===== config.mk =====
export PLATFORM = sky130hd
export DESIGN_NAME = multicycle_ctrl_flat
export DESIGN_NICKNAME = d
export VERILOG_FILES = /design/src/rtl/multicycle_ctrl_if.sv /design/src/rtl/multicycle_ctrl.sv /design/src/flat_wrapper.sv
export SDC_FILE = /design/constraint.sdc
export NUM_CORES = 1
export LEC_CHECK = 0
export BUFFER_PORTS_ARGS = -buffer_cell sky130_fd_sc_hd__buf_2
export CORE_MARGIN = 1.5
export CORE_UTILIZATION = 30
export DETAILED_ROUTE_END_ITERATION = 8
export HOLD_SLACK_MARGIN = 0.02
export PLACE_DENSITY = 0.63
export SYNTH_ARGS = -nofsm -noshare
export SYNTH_HDL_FRONTEND = slang
export SYNTH_SLANG_ARGS = --single-unit

===== constraint.sdc =====
create_clock -name clk -period 2 [get_ports clk]
set_input_delay 0.2 -clock clk [delete_from_list [all_inputs] [get_ports clk]]
set_output_delay 0.2 -clock clk [all_outputs]
set_load 0.01 [all_outputs]

===== src/rtl/multicycle_ctrl_if.sv =====
`default_nettype none
// +----------------------------------------------------------------------------+
// | multicycle_ctrl_if : instruction fields / datapath controls bundle          |
// | Revision 1.0                                                                |
// +----------------------------------------------------------------------------+
interface multicycle_ctrl_if;
   logic [3:0] Cond;
   logic [1:0] Op;
   logic [5:0] Funct;
   logic [3:0] Rd;
   logic [3:0] ALUFlags;
   logic       PCWrite;
   logic       MemWrite;
   logic       RegWrite;
   logic       IRWrite;
   logic       AdrSrc;
   logic       ALUSrcA;
   logic [1:0] ALUSrcB;
   logic [1:0] ResultSrc;
   logic [1:0] ImmSrc;
   logic [1:0] RegSrc;
   logic [1:0] ALUControl;
   logic [3:0] state;

   // Datapath side: supplies instruction fields and ALU flags.
   modport master (
      output Cond, Op, Funct, Rd, ALUFlags,
      input  PCWrite, MemWrite, RegWrite, IRWrite, AdrSrc, ALUSrcA,
      input  ALUSrcB, ResultSrc, ImmSrc, RegSrc, ALUControl, state
   );

   // Controller side.
   modport slave (
      input  Cond, Op, Funct, Rd, ALUFlags,
      output PCWrite, MemWrite, RegWrite, IRWrite, AdrSrc, ALUSrcA,
      output ALUSrcB, ResultSrc, ImmSrc, RegSrc, ALUControl, state
   );
endinterface
`default_nettype wire


===== src/rtl/multicycle_ctrl.sv =====
`default_nettype none
// +----------------------------------------------------------------------------+
// | multicycle_ctrl : Moore FSM, ALU decode, NZCV flags and condition gating    |
// | Revision 1.0                                                                |
// +----------------------------------------------------------------------------+
module multicycle_ctrl (
   input  wire logic          clk,
   input  wire logic          reset_n,
   multicycle_ctrl_if.slave   bus
);

   typedef enum logic [3:0] {
      S_FETCH    = 4'd0,
      S_DECODE   = 4'd1,
      S_MEMADR   = 4'd2,
      S_MEMREAD  = 4'd3,
      S_MEMWB    = 4'd4,
      S_MEMWRITE = 4'd5,
      S_EXECUTER = 4'd6,
      S_EXECUTEI = 4'd7,
      S_ALUWB    = 4'd8,
      S_BRANCH   = 4'd9
   } state_t;

   state_t     r_state;
   state_t     w_next;
   logic [3:0] r_flags;   // {N,Z,C,V}
   logic       r_cond;

   logic       w_next_pc, w_regw, w_memw, w_branch, w_aluop, w_irwrite;
   logic       w_adrsrc, w_alusrca;
   logic [1:0] w_alusrcb, w_resultsrc;
   logic [1:0] w_alu_ctrl, w_flagw;
   logic       w_nowrite, w_cond_ex, w_pcs;

   always_ff @(posedge clk or negedge reset_n) begin
      if (!reset_n) begin
         r_state <= S_FETCH;
         r_flags <= 4'b0000;
         r_cond  <= 1'b0;
      end else begin
         r_state <= w_next;
         if (r_state == S_DECODE)
            r_cond <= w_cond_ex;
         if ((r_state == S_EXECUTER) || (r_state == S_EXECUTEI)) begin
            if (w_flagw[1] && r_cond) r_flags[3:2] <= bus.ALUFlags[3:2];
            if (w_flagw[0] && r_cond) r_flags[1:0] <= bus.ALUFlags[1:0];
         end
      end
   end

   always_comb begin
      w_next      = S_FETCH;
      w_next_pc   = 1'b0;
      w_regw      = 1'b0;
      w_memw      = 1'b0;
      w_branch    = 1'b0;
      w_aluop     = 1'b0;
      w_irwrite   = 1'b0;
      w_adrsrc    = 1'b0;
      w_alusrca   = 1'b0;
      w_alusrcb   = 2'b00;
      w_resultsrc = 2'b00;
      case (r_state)
         S_FETCH: begin
            w_next      = S_DECODE;
            w_alusrca   = 1'b1;
            w_alusrcb   = 2'b10;
            w_resultsrc = 2'b10;
            w_irwrite   = 1'b1;
            w_next_pc   = 1'b1;
         end
         S_DECODE: begin
            w_alusrca   = 1'b1;
            w_alusrcb   = 2'b10;
            w_resultsrc = 2'b10;
            case (bus.Op)
               2'b01:   w_next = S_MEMADR;
               2'b00:   w_next = bus.Funct[5] ? S_EXECUTEI : S_EXECUTER;
               2'b10:   w_next = S_BRANCH;
               default: w_next = S_FETCH;
            endcase
         end
         S_MEMADR: begin
            w_alusrcb = 2'b01;
            w_next    = bus.Funct[0] ? S_MEMREAD : S_MEMWRITE;
         end
         S_MEMREAD: begin
            w_adrsrc = 1'b1;
            w_next   = S_MEMWB;
         end
         S_MEMWB: begin
            w_resultsrc = 2'b01;
            w_regw      = 1'b1;
         end
         S_MEMWRITE: begin
            w_adrsrc = 1'b1;
            w_memw   = 1'b1;
         end
         S_EXECUTER: begin
            w_aluop = 1'b1;
            w_next  = S_ALUWB;
         end
         S_EXECUTEI: begin
            w_alusrcb = 2'b01;
            w_aluop   = 1'b1;
            w_next    = S_ALUWB;
         end
         S_ALUWB: begin
            w_regw = 1'b1;
         end
         S_BRANCH: begin
            w_alusrcb   = 2'b01;
            w_resultsrc = 2'b10;
            w_branch    = 1'b1;
         end
         default: w_next = S_FETCH;
      endcase
   end

   // NoWrite is decoded from the fields alone so it still masks the ALUWB write of a CMP.
   always_comb begin
      w_alu_ctrl = 2'b00;
      w_flagw    = 2'b00;
      w_nowrite  = (bus.Op == 2'b00) && (bus.Funct[4:1] == 4'b1010);
      if (w_aluop) begin
         case (bus.Funct[4:1])
            4'b0100: w_alu_ctrl = 2'b00;
            4'b0010: w_alu_ctrl = 2'b01;
            4'b0000: w_alu_ctrl = 2'b10;
            4'b1100: w_alu_ctrl = 2'b11;
            4'b1010: w_alu_ctrl = 2'b01;
            default: w_alu_ctrl = 2'b00;
         endcase
         w_flagw[1] = bus.Funct[0];
         w_flagw[0] = bus.Funct[0] && (w_alu_ctrl[1] == 1'b0);
         if (bus.Funct[4:1] == 4'b1010)
            w_flagw = 2'b11;
      end
   end

   always_comb begin
      w_cond_ex = 1'b0;
      case (bus.Cond)
         4'b0000: w_cond_ex = r_flags[2];
         4'b0001: w_cond_ex = ~r_flags[2];
         4'b0010: w_cond_ex = r_flags[1];
         4'b0011: w_cond_ex = ~r_flags[1];
         4'b0100: w_cond_ex = r_flags[3];
         4'b0101: w_cond_ex = ~r_flags[3];
         4'b0110: w_cond_ex = r_flags[0];
         4'b0111: w_cond_ex = ~r_flags[0];
         4'b1000: w_cond_ex = r_flags[1] & ~r_flags[2];
         4'b1001: w_cond_ex = ~r_flags[1] | r_flags[2];
         4'b1010: w_cond_ex = (r_flags[3] == r_flags[0]);
         4'b1011: w_cond_ex = (r_flags[3] != r_flags[0]);
         4'b1100: w_cond_ex = ~r_flags[2] & (r_flags[3] == r_flags[0]);
         4'b1101: w_cond_ex = r_flags[2] | (r_flags[3] != r_flags[0]);
         4'b1110: w_cond_ex = 1'b1;
         default: w_cond_ex = 1'b0;
      endcase
   end

   assign w_pcs = w_branch | (w_regw & (bus.Rd == 4'd15));

   // Write enables are held low combinationally for the whole reset assertion.
   assign bus.RegWrite   = w_regw & r_cond & ~w_nowrite & reset_n;
   assign bus.MemWrite   = w_memw & r_cond & reset_n;
   assign bus.PCWrite    = (w_next_pc | (w_pcs & r_cond)) & reset_n;
   assign bus.IRWrite    = w_irwrite & reset_n;
   assign bus.AdrSrc     = w_adrsrc;
   assign bus.ALUSrcA    = w_alusrca;
   assign bus.ALUSrcB    = w_alusrcb;
   assign bus.ResultSrc  = w_resultsrc;
   assign bus.ALUControl = w_alu_ctrl;
   assign bus.ImmSrc     = bus.Op;
   assign bus.RegSrc     = {bus.Op == 2'b01, bus.Op == 2'b10};
   assign bus.state      = r_state;

endmodule
`default_nettype wire

===== src/flat_wrapper.sv =====
// flat-port wrapper written by rule: the top's interface ports become plain ports
module multicycle_ctrl_flat 
  (clk, reset_n, bus_Cond, bus_Op, bus_Funct, bus_Rd, bus_ALUFlags, bus_PCWrite, bus_MemWrite, bus_RegWrite, bus_IRWrite, bus_AdrSrc, bus_ALUSrcA, bus_ALUSrcB, bus_ResultSrc, bus_ImmSrc, bus_RegSrc, bus_ALUControl, bus_state);
  multicycle_ctrl_if bus_i ();
  input  wire logic clk;
  input  wire logic reset_n;
  input wire logic [$bits(bus_i.Cond)-1:0] bus_Cond;
  input wire logic [$bits(bus_i.Op)-1:0] bus_Op;
  input wire logic [$bits(bus_i.Funct)-1:0] bus_Funct;
  input wire logic [$bits(bus_i.Rd)-1:0] bus_Rd;
  input wire logic [$bits(bus_i.ALUFlags)-1:0] bus_ALUFlags;
  output wire logic [$bits(bus_i.PCWrite)-1:0] bus_PCWrite;
  output wire logic [$bits(bus_i.MemWrite)-1:0] bus_MemWrite;
  output wire logic [$bits(bus_i.RegWrite)-1:0] bus_RegWrite;
  output wire logic [$bits(bus_i.IRWrite)-1:0] bus_IRWrite;
  output wire logic [$bits(bus_i.AdrSrc)-1:0] bus_AdrSrc;
  output wire logic [$bits(bus_i.ALUSrcA)-1:0] bus_ALUSrcA;
  output wire logic [$bits(bus_i.ALUSrcB)-1:0] bus_ALUSrcB;
  output wire logic [$bits(bus_i.ResultSrc)-1:0] bus_ResultSrc;
  output wire logic [$bits(bus_i.ImmSrc)-1:0] bus_ImmSrc;
  output wire logic [$bits(bus_i.RegSrc)-1:0] bus_RegSrc;
  output wire logic [$bits(bus_i.ALUControl)-1:0] bus_ALUControl;
  output wire logic [$bits(bus_i.state)-1:0] bus_state;
  assign bus_i.Cond = bus_Cond;
  assign bus_i.Op = bus_Op;
  assign bus_i.Funct = bus_Funct;
  assign bus_i.Rd = bus_Rd;
  assign bus_i.ALUFlags = bus_ALUFlags;
  assign bus_PCWrite = bus_i.PCWrite;
  assign bus_MemWrite = bus_i.MemWrite;
  assign bus_RegWrite = bus_i.RegWrite;
  assign bus_IRWrite = bus_i.IRWrite;
  assign bus_AdrSrc = bus_i.AdrSrc;
  assign bus_ALUSrcA = bus_i.ALUSrcA;
  assign bus_ALUSrcB = bus_i.ALUSrcB;
  assign bus_ResultSrc = bus_i.ResultSrc;
  assign bus_ImmSrc = bus_i.ImmSrc;
  assign bus_RegSrc = bus_i.RegSrc;
  assign bus_ALUControl = bus_i.ALUControl;
  assign bus_state = bus_i.state;
  multicycle_ctrl u_core (.clk(clk), .reset_n(reset_n), .bus(bus_i));
endmodule

# Yosys cells after proc, flatten, opt, wreduce, memory -nomap -nowiden
# Index checks and enable logic that the tools add are counted.
[word_totals]
in_bits = 22
wordCells = 93
output_inout_bits = 20
register_bits = 9
[op_classes]
mux = 19
n_bitwise = 21
eq_ne = 31
n_reduce_logical = 18
[op_table]
columns = ["cell", "count"]
rows = [
  ["equality test 4 bit, second input constant", 12],
  ["equality test 4 x 3 -> 1 bit, second input constant", 8],
  ["equality test 4 x 2 -> 1 bit, second input constant", 5],
  ["one-hot mux 4 bit (5 select lines)", 1],
  ["one-hot mux 1 bit (15 select lines)", 1],
  ["zero test 4 bit", 3],
  ["one-hot mux 4 bit (3 select lines)", 1],
  ["bitwise AND 1 bit", 11],
  ["OR reduction 2 bit", 5],
  ["equality test 4 x 1 -> 1 bit, second input constant", 2],
  ["two-way mux 1 bit", 8],
  ["two-way mux 2 bit", 4],
  ["one-hot mux 2 bit (2 select lines)", 2],
  ["NOT 1 bit", 6],
  ["one-hot mux 2 bit (3 select lines)", 1],
  ["OR reduction 3 bit", 2],
  ["logical AND 1 bit", 4],
  ["bitwise OR 1 bit", 4],
  ["AND reduction 2 bit", 2],
  ["two-way mux 3 bit", 1],
  ["equality test 2 x 1 -> 1 bit, second input constant", 1],
  ["equality test 2 bit, second input constant", 1],
  ["zero test 2 bit", 1],
  ["equality test 1 bit", 1],
  ["2 further kinds", 2],
]

# Logic depth before layout (Yosys ltp)
[depth]
ltp_word = 10
ltp_mapped = 7
ltp_nobuf = 5

# Least setup slack after synthesis
# Ideal clock, no wire load.
[synth_path]
path_kind = "reg2out"
startpoint = "reg u_core.r_state[2], in the netlist u_core.bus.state[2]"
endpoint = "out bus_PCWrite"
stages_incl_launch_ff = 5
t_required_ns = 1.800
t_arrival_ns = 1.354
setup_slack_ns = 0.446
n_path_buf = 1
path_cell_list = "dfrtp_1 buf_6 or2b_1 a2111o_1 o21ai_1"
[synth_via]
elab_chain_len = 8
elab_cells_between_ends = 13
cone_classes = "eq/ne (3); mux (3); bitwise (5); reduce/logical (2)"
[synth_lines]
columns = ["item", "line_no", "text"]
rows = [
  ["start: declaration", "multicycle_ctrl.sv:25", "state_t r_state;"],
  ["start signal: assignment", "multicycle_ctrl.sv:42", "r_state <= w_next;"],
  ["equality test 4 bit or equality test 4 x 3 -> 1 bit (tied branches)", "multicycle_ctrl.sv:64", "case (r_state)"],
  ["OR reduction 2 bit (no source line)", "-", ""],
  ["two-way mux 1 bit", "multicycle_ctrl.sv:64", ""],
  ["bitwise AND 1 bit", "multicycle_ctrl.sv:164", "assign w_pcs = w_branch | (w_regw & (bus.Rd == 4'd15));"],
  ["bitwise OR 1 bit", "multicycle_ctrl.sv:164", ""],
  ["bitwise AND 1 bit", "multicycle_ctrl.sv:169", "assign bus.PCWrite = (w_next_pc | (w_pcs & r_cond)) & reset_n;"],
  ["bitwise OR 1 bit *", "multicycle_ctrl.sv:169", ""],
  ["bitwise AND 1 bit *", "multicycle_ctrl.sv:169", ""],
  ["end: declaration", "flat_wrapper.sv:12", "output wire logic [$bits(bus_i.PCWrite)-1:0] bus_PCWrite;"],
]
# Every way passes the cells marked *; elsewhere a longest branch is shown, timed or not.

# Worst setup path in the final report
[layout_path]
startpoint = "reg u_core.r_state[3], in the netlist u_core.bus.state[3]"
endpoint = "out bus_PCWrite"
# Same word-level chain as after synthesis.

==> flow_metrics.env <==
export IMPL_finalCriticalPeriod_ns=1.89
export IMPL_drt_total_wl_um=1940
export IMPL_reg2reg_from="u_core.bus.state[2]"
export IMPL_post_cts_resized=0
export IMPL_clk_pin_slew_ns=0.06
export IMPL_crit_path_max_fanout=10
export IMPL_hold_path_cell_count=2
export IMPL_worst_pin_slew_ns=0.327
export IMPL_avgSynthCellArea_um2=8.29
export IMPL_cp_data_arrival_time_ns=1.69
export IMPL_die_y_um=55.0
export IMPL_worst_path_stages=4
export IMPL_grt_pass1_wl_um=3020
export IMPL_start_util=0.322
export IMPL_finalCritPeriodShare=0.945
export IMPL_cts_sinks=9
export IMPL_grt_usage=0.140
export IMPL_rsz0062_at_grt="no"
export IMPL_dp_hpwl_um=1620
export IMPL_synth_flop_cell="dfrtp_1"
export IMPL_vias_per_cell=4.89
export IMPL_io_buffers=41
export IMPL_final_layout_size_suffix_gt1_frac=0.370
export IMPL_netlist_top_cells_area="dfrtp_1 28%, xnor2_1 5.4%, nor3_1 4.9%, nor2_1 4.2%, buf_6 4.2%"
export IMPL_synthDominantCellAreaShare=0.277
export IMPL_dieArea_um2=3030
export IMPL_outcome="completed"
export IMPL_powerDensity_nw_per_um2=1250
export IMPL_crit_start="u_core.bus.state[3]"
export IMPL_synth_area_um2=812
export IMPL_dp_cells=163
export IMPL_cp_top_family="compound AO/OA/AOI/OAI gates"
export IMPL_gp_congestion=0.768
export IMPL_crit_path_start_kind="register"
export IMPL_syn_inst=98
export IMPL_slew_viol_final=0
export IMPL_drcViolationCount=0
export IMPL_tritoncts="yes"
export IMPL_antenna_cells=0
export IMPL_crit_buf_inv=1
export IMPL_core_um2=2520
export IMPL_critPathKind="reg -> out"
export IMPL_hold_class="in -> reg"
export IMPL_drtIter0Drc=7
export IMPL_cts_inserted_buffers=3
export IMPL_crit_chain="or2b_1, a2111o_1, o21ai_1, buf_2"
export IMPL_rr_worst_depth=4
export IMPL_fin_tns_setup_ns=0
export IMPL_leakage_nw=0.519
export IMPL_ant_nets=0
export IMPL_cts_root_buf="clkbuf_4"
export IMPL_num_vias=822
export IMPL_grt_pass1_vias=693
export IMPL_fin_skew_ns=0.00471
export IMPL_drtPass1Iterations=4
export IMPL_final_nets=161
export IMPL_synth_nets=120
export IMPL_slowest_delay_ns=0.47
export IMPL_dpl_cell_area_um2=1010
export IMPL_maxCapViolations=0
export IMPL_antenna_found_initial=0
export IMPL_async_reset_ff_frac=1.00
export IMPL_setup_violations=0
export IMPL_synth_top_cell_by_area="dfrtp_1"
export IMPL_layoutNonFillerInstCount=168
export IMPL_h_tree_depth=1
export IMPL_peakVddDrop_mv=0.758
export IMPL_num_rows=18
export IMPL_wl_per_cell_um=11.5
export IMPL_fmax_ghz=0.529
export IMPL_cpMaxStageDelayCell="dfrtp_1"
export IMPL_layout_cell_area_non_filler_um2=1050
export IMPL_synth_edf_count=0
export IMPL_hold_viol=0
export IMPL_crit_path_end_kind="output port"
export IMPL_synthTopCellsByCount="9 x dfrtp_1, 9 x nor2_1, 8 x nand2_1, 8 x nor3_1"
export IMPL_r2r_end="u_core.r_flags[0]"
export IMPL_max_slew_margin=0.782
export IMPL_synth_distinct_cells=37
export IMPL_final_core_util=0.415
export IMPL_yosys_warnings=0
export IMPL_grt_max_degree=14
export IMPL_ys_ff_latch=9
export IMPL_grt_ovfl_total=0
export IMPL_fp_dieW_um=55.0
export IMPL_crit_path_end="bus_PCWrite"
export IMPL_yosysSeqAreaShare=0.277
export IMPL_io_pins=42
export IMPL_worstSkewPairLatency_ns=0.25
export IMPL_syn_to_final_growth_pct=28.8
export IMPL_clockBufferDepth=2
export IMPL_reg2reg_slack_ns=0.43
export IMPL_required_ns=1.80
export IMPL_fin_total_pwr_mw=1.31
worst register-to-register path, cell delays in order (launching register included):
cell and delay, ns:
dfrtp_1 0.47, nor2b_1 0.21, o2111ai_1 0.21, nand2b_1 0.24
mux2_1 0.32
area by class of cell:
type	instances	area, um^2
Inverter	2	7.51
Clock buffer	4	26.3
Fill cell	256	1480
Tap cell	30	37.5
Sequential cell	9	225
Multi-Input combinational cell	79	519
Timing Repair Buffer	44	230
per-stage QoR:
step	hold slack, ns	setup slack, ns
after global routing	0.171	0.0332
after global placement	0.152	0.436
after floorplan	-0.0956	0.446
after CTS	0.156	0.0913
after detailed placement	0.157	0.381
final	0.160	0.111
sequential cells by signal (all words and copies together) (netlist names):
| register | cells |
|---|---|
| u_core.bus.state | 4 |
| u_core.r_cond | 1 |
| u_core.r_flags | 4 |
cell families (layout without fill, tap and decap cells):
family | Yosys count | after routing | synth area share
flip-flops | 9 | 9 | 0.277
AO/OA/AOI/OAI | 19 | 19 | 0.157
buffers and inverters | 10 | 50 | 0.0832
AND/OR/NAND/NOR | 46 | 46 | 0.314
multiplexers | 6 | 6 | 0.0817
XOR/XNOR | 8 | 8 | 0.0863
worst min-delay path by stage:
stage	start	end	slack, ns
5_1_grt	bus_ALUFlags[1]	u_core.r_flags[1]	0.17
3_5_place_dp	reset_n	u_core.bus.state[1]	0.16
2_1_floorplan	reset_n	u_core.bus.state[0]	-0.1
6_report	bus_ALUFlags[1]	u_core.r_flags[1]	0.16
3_3_place_gp	reset_n	u_core.r_flags[2]	0.15
4_1_cts	bus_ALUFlags[0]	u_core.r_flags[0]	0.16
power breakdown:
group | total [mW] | internal, mW | switching [mW]
clock network | 0.137 | 0.0767 | 0.0601
registers | 0.376 | 0.259 | 0.117
logic | 0.797 | 0.375 | 0.422
total | 1.31 | 0.711 | 0.599
metal layers:
metal / global-route usage / vias up / part of all wire
met5: 0 / - / 0
met4: 0.0488 / 0 / 0.0083
met3: 0.0242 / 2 / 0.043
met2: 0.232 / 17 / 0.49
met1: 0.182 / 376 / 0.46
li1: - / 427 / -
layout by cell type, fill, tap and decap left out, types with 2 or more instances in the layout:
cell,synthesis,final
and3b_1,2,2
nand2b_1,4,4
nand2_1,8,8
a31oi_1,2,2
a21oi_1,4,4
mux2_2,3,3
nor3_1,8,8
clkbuf_4,0,3
mux2_1,2,2
nand3_1,2,2
inv_1,2,2
nor2b_1,4,4
xor2_1,3,3
xnor2_1,5,5
o21ai_0,5,5
nor2_1,9,9
buf_4,2,2
buf_2,0,41
dfrtp_1,9,9
what timing repair did:
item                                   in CTS  in global routing
endpoints found under the hold margin       9                  0
hold buffers                                1                  0
buffers inserted                            0                  0
Note: power is estimated with default switching activity, not from simulation.
